`src/rtl/layer_sequencer.sv`:
```
// Layer sequencer: walks a small descriptor table one layer at a time.
// For each layer it selects the compute engine, pulses a start, waits for
// the engine's done pulse (guarded by a watchdog), optionally flips the
// ping-pong buffer role, then moves to the next layer.
module layer_sequencer #(
   parameter int MAX_LAYERS = 16,
   parameter int IDX_W      = 4,
   parameter int TMO_W      = 20
) (
   input  logic             clk,
   input  logic             rst,
   input  logic             cfg_we,
   input  logic [IDX_W-1:0] cfg_addr,
   input  logic [3:0]       cfg_wdata,
   input  logic [IDX_W:0]   num_layers,
   input  logic             go,
   input  logic             abort,
   input  logic             comp_done,
   output logic [2:0]       comp_sel,
   output logic             comp_start,
   output logic             buf_role,
   output logic [IDX_W-1:0] layer_idx,
   output logic             busy,
   output logic             net_done,
   output logic [1:0]       err
);

   typedef enum logic [2:0] {
      S_IDLE, S_FETCH, S_START, S_WAIT, S_SWAP, S_FINISH, S_ERROR
   } state_t;

   localparam logic [IDX_W:0] MAX_NL = (IDX_W+1)'(MAX_LAYERS);

   state_t           state, nxt;
   logic [3:0]       tbl [MAX_LAYERS];
   logic [IDX_W:0]   nl_q;
   logic [2:0]       sel_q;
   logic [TMO_W-1:0] wd_q;
   logic [3:0]       ent;
   logic             type_ok;
   logic             is_last;
   logic             wd_max;
   logic             kill;

   assign ent     = tbl[layer_idx];
   assign type_ok = (ent[2:0] == 3'b001) || (ent[2:0] == 3'b010) || (ent[2:0] == 3'b011);
   assign is_last = ({1'b0, layer_idx} == (nl_q - 1'b1));
   assign wd_max  = &wd_q;
   assign kill    = abort && (state != S_IDLE);
   assign busy    = (state != S_IDLE);

   // Descriptor table: writable only while idle, intentionally not reset.
   always_ff @(posedge clk) begin
      if (state == S_IDLE && cfg_we) tbl[cfg_addr] <= cfg_wdata;
   end

   // State register.
   always_ff @(posedge clk or negedge rst) begin
      if (!rst) state <= S_IDLE;
      else      state <= nxt;
   end

   // Next-state and strobes. comp_sel is shown combinationally in FETCH so
   // the engine sees its select one cycle ahead of comp_start.
   always_comb begin
      nxt        = state;
      comp_sel   = 3'b000;
      comp_start = 1'b0;
      net_done   = 1'b0;
      case (state)
         S_IDLE: begin
            if (go) nxt = (num_layers == '0) ? S_FINISH : S_FETCH;
         end
         S_FETCH: begin
            if (type_ok) begin
               comp_sel = ent[2:0];
               nxt      = S_START;
            end else begin
               nxt = S_ERROR;
            end
         end
         S_START: begin
            comp_sel   = sel_q;
            comp_start = 1'b1;
            nxt        = S_WAIT;
         end
         S_WAIT: begin
            comp_sel = sel_q;
            // done beats a simultaneous watchdog expiry
            if (comp_done)   nxt = S_SWAP;
            else if (wd_max) nxt = S_ERROR;
         end
         S_SWAP: begin
            nxt = is_last ? S_FINISH : S_FETCH;
         end
         S_FINISH: begin
            net_done = 1'b1;
            nxt      = S_IDLE;
         end
         S_ERROR: begin
            nxt = S_IDLE;
         end
         default: nxt = S_IDLE;
      endcase
      // abort overrides everything once a run is in progress
      if (kill) begin
         nxt        = S_ERROR;
         comp_sel   = 3'b000;
         comp_start = 1'b0;
         net_done   = 1'b0;
      end
   end

   // Datapath: layer count, index, select latch, watchdog, buffer role, error.
   always_ff @(posedge clk or negedge rst) begin
      if (!rst) begin
         nl_q      <= '0;
         layer_idx <= '0;
         sel_q     <= 3'b000;
         wd_q      <= '0;
         buf_role  <= 1'b0;
         err       <= 2'b00;
      end else if (kill) begin
         err <= 2'b11;
      end else begin
         case (state)
            S_IDLE: begin
               if (go) begin
                  err <= 2'b00;
                  if (num_layers != '0) begin
                     nl_q      <= (num_layers > MAX_NL) ? MAX_NL : num_layers;
                     layer_idx <= '0;
                  end
               end
            end
            S_FETCH: begin
               sel_q <= ent[2:0];
               if (!type_ok) err <= 2'b01;
            end
            S_START: wd_q <= '0;
            S_WAIT: begin
               wd_q <= wd_q + 1'b1;
               if (!comp_done && wd_max) err <= 2'b10;
            end
            S_SWAP: begin
               if (ent[3]) buf_role <= ~buf_role;
               if (!is_last) layer_idx <= layer_idx + 1'b1;
            end
            default: ;
         endcase
      end
   end

endmodule

```
`config.mk`:
```
export PLATFORM = sky130hd
export DESIGN_NAME = layer_sequencer
export DESIGN_NICKNAME = d
export VERILOG_FILES = /design/src/rtl/layer_sequencer.sv
export SDC_FILE = /design/constraint.sdc
export NUM_CORES = 1
export LEC_CHECK = 0
export BUFFER_PORTS_ARGS = -buffer_cell sky130_fd_sc_hd__buf_2
export CORE_ASPECT_RATIO = 1.75
export CORE_MARGIN = 2
export CORE_UTILIZATION = 60
export DETAILED_ROUTE_END_ITERATION = 7
export GPL_ROUTABILITY_DRIVEN = 1
export GPL_TIMING_DRIVEN = 0
export PLACE_DENSITY = 0.85
export REMOVE_ABC_BUFFERS = 1
export SETUP_SLACK_MARGIN = 0.2
export SYNTH_ARGS = -nofsm -noshare
export SYNTH_HDL_FRONTEND = slang
export SYNTH_SLANG_ARGS = --single-unit
```
`constraint.sdc`:
```
create_clock -name clk -period 2.9 [get_ports clk]
set_input_delay 0.145 -clock clk [delete_from_list [all_inputs] [get_ports clk]]
set_output_delay 0.145 -clock clk [all_outputs]
set_load 0.05 [all_outputs]
```
Word-level counts from Yosys, hierarchy flattened
Memory sizes are Yosys's and may differ from the RTL's.
Index checks and enable logic that the tools add are counted.
{"block": "word_totals", "output_inout_bits": 13, "in_bits": 19, "memories": 1, "word_cells": 80, "regBits": 38, "ram_bits": 64}
{"name": "tbl", "words": 16, "width": 4, "read_ports": 1, "rd_clocked_by_memory_dff": 0, "wr": 1, "line": "35", "rtl": "logic [3:0] tbl [MAX_LAYERS];"}
{"block": "classes", "addsub": 3, "n_mux": 28, "magnitude_cmp": 1, "bitwise": 2, "n_reduce_logical": 22, "eq_ne": 16}
{"operator": "one-hot mux 20 bit (2 select lines)", "n": 1}
{"operator": "2-to-1 mux 3 bit", "n": 9}
{"operator": "adder 20 x 1 -> 20 bit, second input constant", "n": 1}
{"operator": "AND reduction 20 bit", "n": 1}
{"operator": "one-hot mux 3 bit (5 select lines)", "n": 1}
{"operator": "equality test 3 x 2 -> 1 bit, second input constant", "n": 4}
{"operator": "2-to-1 mux 4 bit", "n": 3}
{"operator": "!= test 3 bit, second input constant", "n": 3}
{"operator": "2-to-1 mux 2 bit", "n": 4}
{"operator": "one-hot mux 4 bit (2 select lines)", "n": 1}
{"operator": "AND reduction 4 bit", "n": 2}
{"operator": "equality test 3 x 1 -> 1 bit, second input constant", "n": 2}
{"operator": "equality test 3 bit, second input constant", "n": 2}
{"operator": "2-to-1 mux 1 bit", "n": 6}
{"operator": "one-hot mux 2 bit (3 select lines)", "n": 1}
{"operator": "one-hot mux 3 bit (2 select lines)", "n": 1}
{"operator": "AND reduction 2 bit", "n": 3}
{"operator": "equality test 4 x 5 -> 1 bit", "n": 1}
{"operator": "greater-than comparator 5 bit, second input constant", "n": 1}
{"operator": "zero test 5 bit", "n": 1}
{"operator": "2-to-1 mux 5 bit", "n": 1}
{"operator": "AND reduction 5 bit", "n": 1}
{"operator": "nonzero test 5 bit", "n": 1}
{"operator": "subtractor 5 x 1 -> 5 bit, second input constant", "n": 1}
{"operator": "other kinds (14)", "n": 20}

Longest topological paths before layout
Gate-level depths: netlist (run 1).
An unclocked memory read counts as a cell.
{"block": "logic_depth", "ltp_word": 7, "mapped_depth": 8, "depth_no_buf": 8}

Worst setup path before layout (run 1)
OpenSTA, ideal clock, no wires.
{"block": "synth_path", "kind": "register to output", "start": "register layer_idx[1]", "end": "output comp_sel[0]", "path_stages_with_launch": 7, "t_required_ns": 2.755, "t_arrival_ns": 2.304, "path_slack_ns": 0.451, "path_buffers": 1, "path_cell_list": "dfrtp_1 buf_4 mux4_2 mux2i_1 mux2_2 and2_1 a22o_1"}
{"block": "synth_via", "elab_chain_cells": 7, "word_cells_on_any_way": 9, "cone_classes": "eq/ne (3); mux (3); reduce/logical (2); memory (1)"}
{"item": "start, declared", "line": "22", "rtl": "output logic [IDX_W-1:0] layer_idx,"}
{"item": "start signal, assigned", "line": "147", "rtl": "if (!is_last) layer_idx <= layer_idx + 1'b1;"}
{"item": "memory read (16 x 4 bit) (*)"}
{"item": "equality test 3 x 1 -> 1 bit / equality test 3 x 2 -> 1 bit (equally long branches)", "line": "46", "rtl": "assign type_ok = (ent[2:0] == 3'b001) || (ent[2:0] == 3'b010) || (ent[2:0] == 3'b011);"}
{"item": "logical OR 1 bit (2 in a row)", "line": "46"}
{"item": "2-to-1 mux 3 bit (*)", "line": "75", "rtl": "if (type_ok) begin"}
{"item": "one-hot mux 3 bit (2 select lines) (*)", "line": "70", "rtl": "case (state)"}
{"item": "2-to-1 mux 3 bit (*)", "line": "106", "rtl": "if (kill) begin"}
{"item": "end, declared", "line": "19", "rtl": "output logic [2:0] comp_sel,"}
Every way passes the cells marked *; elsewhere a longest branch is shown, timed or not.

Worst setup path after layout (run 1)
Ends and elaborated chain as after synthesis.

==> results of run 1 <==
-- metrics by stage --
stage	power, mW	util	std cells	instance area [um^2]
floorplan	2.72	-	341	4590
global placement	2.96	0.642	460	4860
detailed placement	3.01	0.642	460	4860
CTS	4.10	0.682	478	5160
global route	4.30	0.686	479	5190
finish	4.11	0.686	479	5190
-- final timing paths --
kind / from / to / slack (ns) / cells past startpoint
worst max register to register: state[2]$_DFFE_PN0P_ / tbl[0][2]$_DFFE_PP_ / 0.38 / 4
worst max-delay path: layer_idx[1]$_DFFE_PN0P_ / comp_sel[0] / 0.31 / 6
worst min register to register: buf_role$_DFFE_PN0P_ / buf_role$_DFFE_PN0P_ / 0.48 / 1
worst min-delay path: num_layers[3] / nl_q[3]$_DFFE_PN0P_ / 0.05 / 3
min in group asynchronous: rst / wd_q[12]$_DFFE_PN0P_ / 0.45 / 2
max in group asynchronous: rst / layer_idx[1]$_DFFE_PN0P_ / 1.82 / 2
-- what timing repair did --
action / in CTS / in global routing
setup buffers: 1 / 1
hold endpoints to repair: 38 / 0
setup endpoints to repair: 10 / 12
gates resized for setup: 7 / 5
hold buffers: 1 / 0
-- state kept, by name (all words and copies together) (netlist names) --
name,flops
nl_q,5
state,3
err,2
buf_role,1
sel_q,3
wd_q,20
tbl,64
layer_idx,4
-- Yosys cell counts, types with 2 or more instances --
library cell | instances | area (um^2)
nand4_1 | 9 | 56.3
mux4_1 | 4 | 105
mux4_2 | 13 | 293
ha_1 | 3 | 37.5
nand3_1 | 17 | 85.1
mux2_2 | 7 | 78.8
a22oi_1 | 2 | 15.0
o22ai_1 | 2 | 12.5
inv_1 | 12 | 45.0
nor3_1 | 14 | 70.1
or4_1 | 2 | 15.0
nand2_1 | 25 | 93.8
nor2_1 | 40 | 150
and2_1 | 3 | 18.8
edfxtp_1 | 64 | 1920
nor2b_1 | 4 | 25.0
buf_4 | 2 | 15.0
clkbuf_1 | 4 | 15.0
and3_1 | 4 | 25.0
a21oi_1 | 8 | 40.0
buf_1 | 2 | 7.51
xor2_1 | 10 | 87.6
o21ai_0 | 7 | 35.0
a31oi_1 | 2 | 12.5
buf_2 | 4 | 20.0
mux2i_1 | 8 | 80.1
a22o_1 | 4 | 35.0
nor4_1 | 3 | 18.8
nand2b_1 | 10 | 62.6
or3_1 | 3 | 18.8
dfrtp_1 | 38 | 951
xnor2_1 | 8 | 70.1
-- per-layer routing --
layer,part of all wire,track usage,vias up
li1,-,-,1386
met2,0.57,0.421,85
met5,0,0,-
met4,0.021,0.0873,0
met3,0.040,0.0475,14
met1,0.37,0.264,1460
-- logic make-up (layout without fill, tap and decap cells) --
family / Yosys count / count (layout) / synth area share
flip-flops: 102 / 102 / 0.617
AO/OA/AOI/OAI: 37 / 37 / 0.0550
AND/OR/NAND/NOR: 137 / 137 / 0.143
adder cells (fa/ha/maj): 3 / 3 / 0.00806
XOR/XNOR: 18 / 18 / 0.0338
multiplexers: 32 / 32 / 0.119
buffers and inverters: 25 / 62 / 0.0244
-- area by class of cell --
class,count,area (um^2)
tap,88,110
clock buffer,10,229
fill,510,2380
clock inverter,6,38.8
multi-input combinational,227,1710
timing repair buffer,34,183
sequential,102,2880
inverter,12,45.0
-- tightest hold or removal path, stage by stage --
cell and delay, ns:
buf_2 0.10, nand2b_1 0.06, mux2i_1 0.06
-- power by group --
group | internal (mW) | switching [mW]
Combinational | 0.476 | 0.626
Sequential | 1.69 | 0.235
Clock | 0.578 | 0.503
==> qor.txt, run 1 <==
Synth unique cells: 48
CP Launch Type: flip-flop
Grt ovf: 0
Clock sinks: 102
Number of port buffers: 31
DP HPWL: 6230 um
PwrDens: 791 nW/um^2
Top delay family on crit path: multiplexers
Final period util: 0.894
Chip width: 70.6 um
Netlist Area Pre-Place: 4660 um^2
Hold slack: 0.0544 ns
DR WL/cell: 18.8 um
Crit Path Class: flip-flop to output port
Yosys warns: 0
I/O Pins: 32
Post-DRT Antenna Nets: 0
Buf+Inv Stages, Crit Path: 1
Gp weighted congestion: 0.787
RSZ-0062 raised after global routing: no
Skew-Pair Late Insertion Delay: 0.35 ns
Core footprint: 7570 um^2
Syn-to-layout area delta: 11.4%
Routed vias: 2945
Routed Wire Length: 9010 um
Rel. slew slack: 0.431
Commonest non-fill, non-tap cell in the layout: edfxtp_1
Initial core utilization: 0.616
Leak: 1.98 nW
Reg clk slew, reported paths: 0.07 ns
Layout cells sized above 1: 0.205
CP required: 2.76 ns
CTS Root Cell: clkbuf_16
Crit-path slowest cell: mux4_2
Clock buffer depth: 2
Slew of the pin with the lowest slew margin: 0.854 ns
Hold Crit Class: input pin to flip-flop
Final Hold Fails: 0
Initial antenna violation count: 0
CTS Buf Count: 9
Drt drc: 0
CP Capture Type: output port
Syn Inst Count: 354
Total of max-cap violations: 0
Slew Viols, Final: 0
CTS H-tree depth: 3
Fmax: 0.386 GHz
First-pass GRT wire length: 14900 um
Total Routing Usage GR: 0.231
Syn_area_per_cell: 13.2 um^2
Peak supply drop: 0.000568 V
FFs w/ async S/R, synth: 0.373
Crit path DAT: 2.45 ns
Crit Path Max Fanout: 7
Post-route setup slack: 0.307 ns
Fin crit period: 2.59 ns
Worst slack, placed: 0.0374 ns
Sequential-to-total area share from yosys stat: 0.617
Critical-path cell list: mux4_2, mux2i_2, mux2_2, and2_1, a22o_1, buf_2
Drt via density: 6.15
Post-synth EDFFs: 64
Largest net degree at the start of global routing: 39
Synth Flop Type: edfxtp_1
Die area: 8510 um^2
# diodes: 0
Most frequent cells in the layout: edfxtp_1 (64), nor2_1 (39), dfrtp_1 (35)
Core Rows: 42
Synthesis-stage register bit count: 102
Fin Setup TNS: 0 ns
Fin nets: 408
Pre-antenna DRT Iters: 4
Die height: 121 um
Layout Skew: 0.00510 ns
Vias in the first global route: 2984
Final Setup Violations: 0
TritonCTS clock tree: built
Outcome: finished, final reports clean
First-iteration detailed-routing DRC count: 265
Worst stage delay on the critical path: 0.53 ns
Note: power is estimated with default switching activity, not from simulation.
==> run 2, diff against run 1 <==
ABC_AREA = 1   (was unset)
CELL_PAD_IN_SITES_DETAIL_PLACEMENT = 0   (was unset)
CELL_PAD_IN_SITES_GLOBAL_PLACEMENT = 1   (was unset)
CORE_UTILIZATION = 47   (was 60)
PLACE_DENSITY = 0.86   (was 0.85)
==> run 2 against run 1 <==
  * Non-clock buffer count up 11
  * Synthesized cell count rose by 54%
  * Fmax increased by 0.94%
  * First-iteration DRC count decreased by 33%
  * Register-to-register slack improved by 0.07 ns
  * Critical path depth is 7 higher
  * Total power is 13% higher
  * Sequential power shrank 3%
  * Clock skew about the same
  * Design area grew 9.4%
  * Clock power grew 6%
==> qor.txt, run 2 <==
HP Start: num_layers[0]
Final period util: 0.886 (-0.00835)
Syn Inst Count: 545 (+54%)
Post-DRT Antenna Nets: 0 (unchanged)
Total Routing Usage GR: 0.214 (-0.0173)
Yosys warns: 0 (unchanged)
Outcome: finished, final reports clean
DP HPWL: 7690 um (+23%)
Max reg flops: 64 (unchanged)
Worst path most repeated cell: nand2_1
Gp weighted congestion: 0.766 (-2.6%)
Fin crit period: 2.57 ns (-0.0242 ns)
Synth top area cells: edfxtp_1 (38%), dfrtp_1 (19%), nand2_1 (8.9%)
TritonCTS clock tree: built
First-iteration detailed-routing DRC count: 177 (-33%)
Die area: 11500 um^2 (+36%)
Number of port buffers: 31 (unchanged)
Peak supply drop: 0.000486 V (-14%)
Synth top cells by count: nand2_1 (119), inv_1 (69), nor2_1 (66), edfxtp_1 (64), nand3_1 (51)
Top delay family on crit path: buffers and inverters
Routed Wire Length: 11300 um (+25%)
FFs w/ async S/R, synth: 0.373 (unchanged)
Worst stage delay on the critical path: 0.61 ns (+0.08 ns)
RSZ-0062 raised after global routing: yes
Fmax: 0.389 GHz (+0.94%)
Final Setup Violations: 0 (unchanged)
Largest net degree at the start of global routing: 39 (unchanged)
Synth unique cells: 45 (-6.3%)
Clock buffer depth: 2 (unchanged)
Drt via density: 5.24 (-15%)
Critical-path cell list: clkinvlp_4, buf_4, nor2_1, o21ai_0, nand3_1, nand3_1, nand2_1, inv_1, nand2_1, inv_1, nand2_1, o21ai_0, clkbuf_4
Rel. slew slack: 0.408 (-0.0228)
Buf+Inv Stages, Crit Path: 5 (+4)
Grt ovf: 0 (unchanged)
Total of max-cap violations: 0 (unchanged)
# diodes: 0 (unchanged)
Routed vias: 3767 (+28%)
Chip width: 82.1 um (+16%)
Cell with the most instances after synthesis: nand2_1
CP Capture Type: output port
Synth top area share: 0.383 (-0.0291)
I/O Pins: 32 (unchanged)
Die height: 141 um (+17%)
Crit Path Max Fanout: 22 (+15)
First-pass GRT wire length: 18500 um (+24%)
R2r startpoint: state[1]$_DFFE_PN0P_
CTS Root Cell: clkbuf_16
CP Launch Type: flip-flop
Fin Setup TNS: 0 ns (unchanged)
Layout cells sized above 1: 0.154 (-0.0509)
CTS Buf Count: 9 (unchanged)
Synth Flop Type: edfxtp_1
Layout Skew: 0.00481 ns (-0.000292 ns)
Most frequent cells in the layout: nand2_1 (119), inv_1 (67), nor2_1 (66)
Initial core utilization: 0.484 (-0.132)
CP required: 2.76 ns (about the same)
Netlist Area Pre-Place: 5010 um^2 (+7.6%)
Vias in the first global route: 3799 (+27%)
Post-synth EDFFs: 64 (unchanged)
Hold Crit Class: input pin to flip-flop
Commonest non-fill, non-tap cell in the layout: nand2_1
DR WL/cell: 15.7 um (-16%)
Core Rows: 49 (+17%)
Syn_area_per_cell: 9.20 um^2 (-30%)
Final Hold Fails: 0 (unchanged)
Syn-to-layout area delta: 13.3%
Drt drc: 0 (unchanged)
Reg-to-reg slack, setup: 0.45 ns (+0.07 ns)
CTS H-tree depth: 3 (unchanged)
Sequential-to-total area share from yosys stat: 0.573 (-0.0435)
Initial antenna violation count: 0 (unchanged)
Clock sinks: 102 (unchanged)
Slew of the pin with the lowest slew margin: 0.888 ns (+0.0343 ns)
Crit Path Class: flip-flop to output port
Crit-path slowest cell: dfrtp_4
Fin nets: 609 (+49%)
Pre-antenna DRT Iters: 7 (+3)
Leak: 2.46 nW (+24%)
CP startpoint: layer_idx[1]$_DFFE_PN0P_
Crit path DAT: 2.42 ns (-0.03 ns)
PwrDens: 820 nW/um^2 (+3.6%)
Total power: 4.66 mW (+13%)
Core footprint: 10400 um^2 (+37%)
Skew-Pair Late Insertion Delay: 0.34 ns (about the same)
Largest regs: tbl (64), wd_q (20), nl_q (5)
Cell taking the most area after synthesis: edfxtp_1
Reg clk slew, reported paths: 0.07 ns (about the same)
Synthesis-stage register bit count: 102 (unchanged)
Slew Viols, Final: 0 (unchanged)
Largest Register: tbl
## run 2: what timing repair did
item,in CTS,in global routing
endpoints found under the hold margin,38,0
endpoints found under the setup margin,14,7
gates cloned,1,0
resized for setup,6,6
setup buffers,10,3
hold buffers,1,0
## run 2: power breakdown
part	internal, mW	leakage (nW)	switching, mW	total (mW)
sequential	1.69	1.07	0.173	1.87
combinational	0.551	1.25	1.09	1.64
clock	0.596	0.141	0.556	1.15
## run 2: path summary, 6_finish.rpt
check                                           end  cells after the start
min                             nl_q[0]$_DFFE_PN0P_                      3
max reg2reg                    tbl[15][1]$_DFFE_PP_                      7
min reg2reg                      err[0]$_DFFE_PN0P_                      2
max                                     comp_sel[0]                     13
max in group asynchronous  layer_idx[1]$_DFFE_PN0P_                      2
min in group asynchronous       nl_q[3]$_DFFE_PN0P_                      2
## run 2: per-stage QoR
| stage | std cells | setup slack, ns | instance area [um^2] | hold WS, ns | util |
|---|---|---|---|---|---|
| 4_1_cts | 716 | 0.219 | 5650 | 0.0682 | 0.545 |
| 3_5_place_dp | 688 | -0.702 | 5250 | 0.315 | 0.507 |
| 5_1_grt | 719 | 0.142 | 5680 | 0.0779 | 0.548 |
| 6_report | 719 | 0.331 | 5680 | 0.0735 | 0.548 |
| 3_3_place_gp | 688 | -0.654 | 5250 | 0.314 | 0.507 |
| 2_1_floorplan | 530 | -0.300 | 4940 | -0.151 | - |
## run 2: worst min-delay path, stage by stage
cell     delay, ns
buf_2         0.11
nand4_1       0.08
nand2_1       0.05
## run 2: cells by family (layout without fill, tap and decap cells)
| family | Yosys count | in the layout | synth area share |
|---|---|---|---|
| adder cells (fa/ha/maj) | 3 | 3 | 0.00749 |
| XOR/XNOR | 10 | 10 | 0.0175 |
| buffers and inverters | 90 | 137 | 0.0716 |
| AO/OA/AOI/OAI | 67 | 67 | 0.0796 |
| flip-flops | 102 | 102 | 0.573 |
| AND/OR/NAND/NOR | 273 | 273 | 0.251 |
## run 2: cell type report
type / count / area, um^2
fillers: 959 / 4680
flip-flops and latches: 102 / 2880
multi-input cells: 353 / 1790
inverters: 75 / 290
repair buffers: 45 / 275
clock buffers: 9 / 225
well taps: 127 / 159
clock inverters: 7 / 57.6
repair inverters: 1 / 7.51
## run 2: metal layers
metal | vias to the layer above | routed length [um] | GRT usage
li1 | 1888 | - | -
met5 | - | 0 | 0
met2 | 72 | 6300 | 0.403
met4 | 0 | 189 | 0.0711
met1 | 1792 | 4380 | 0.234
met3 | 15 | 427 | 0.0333
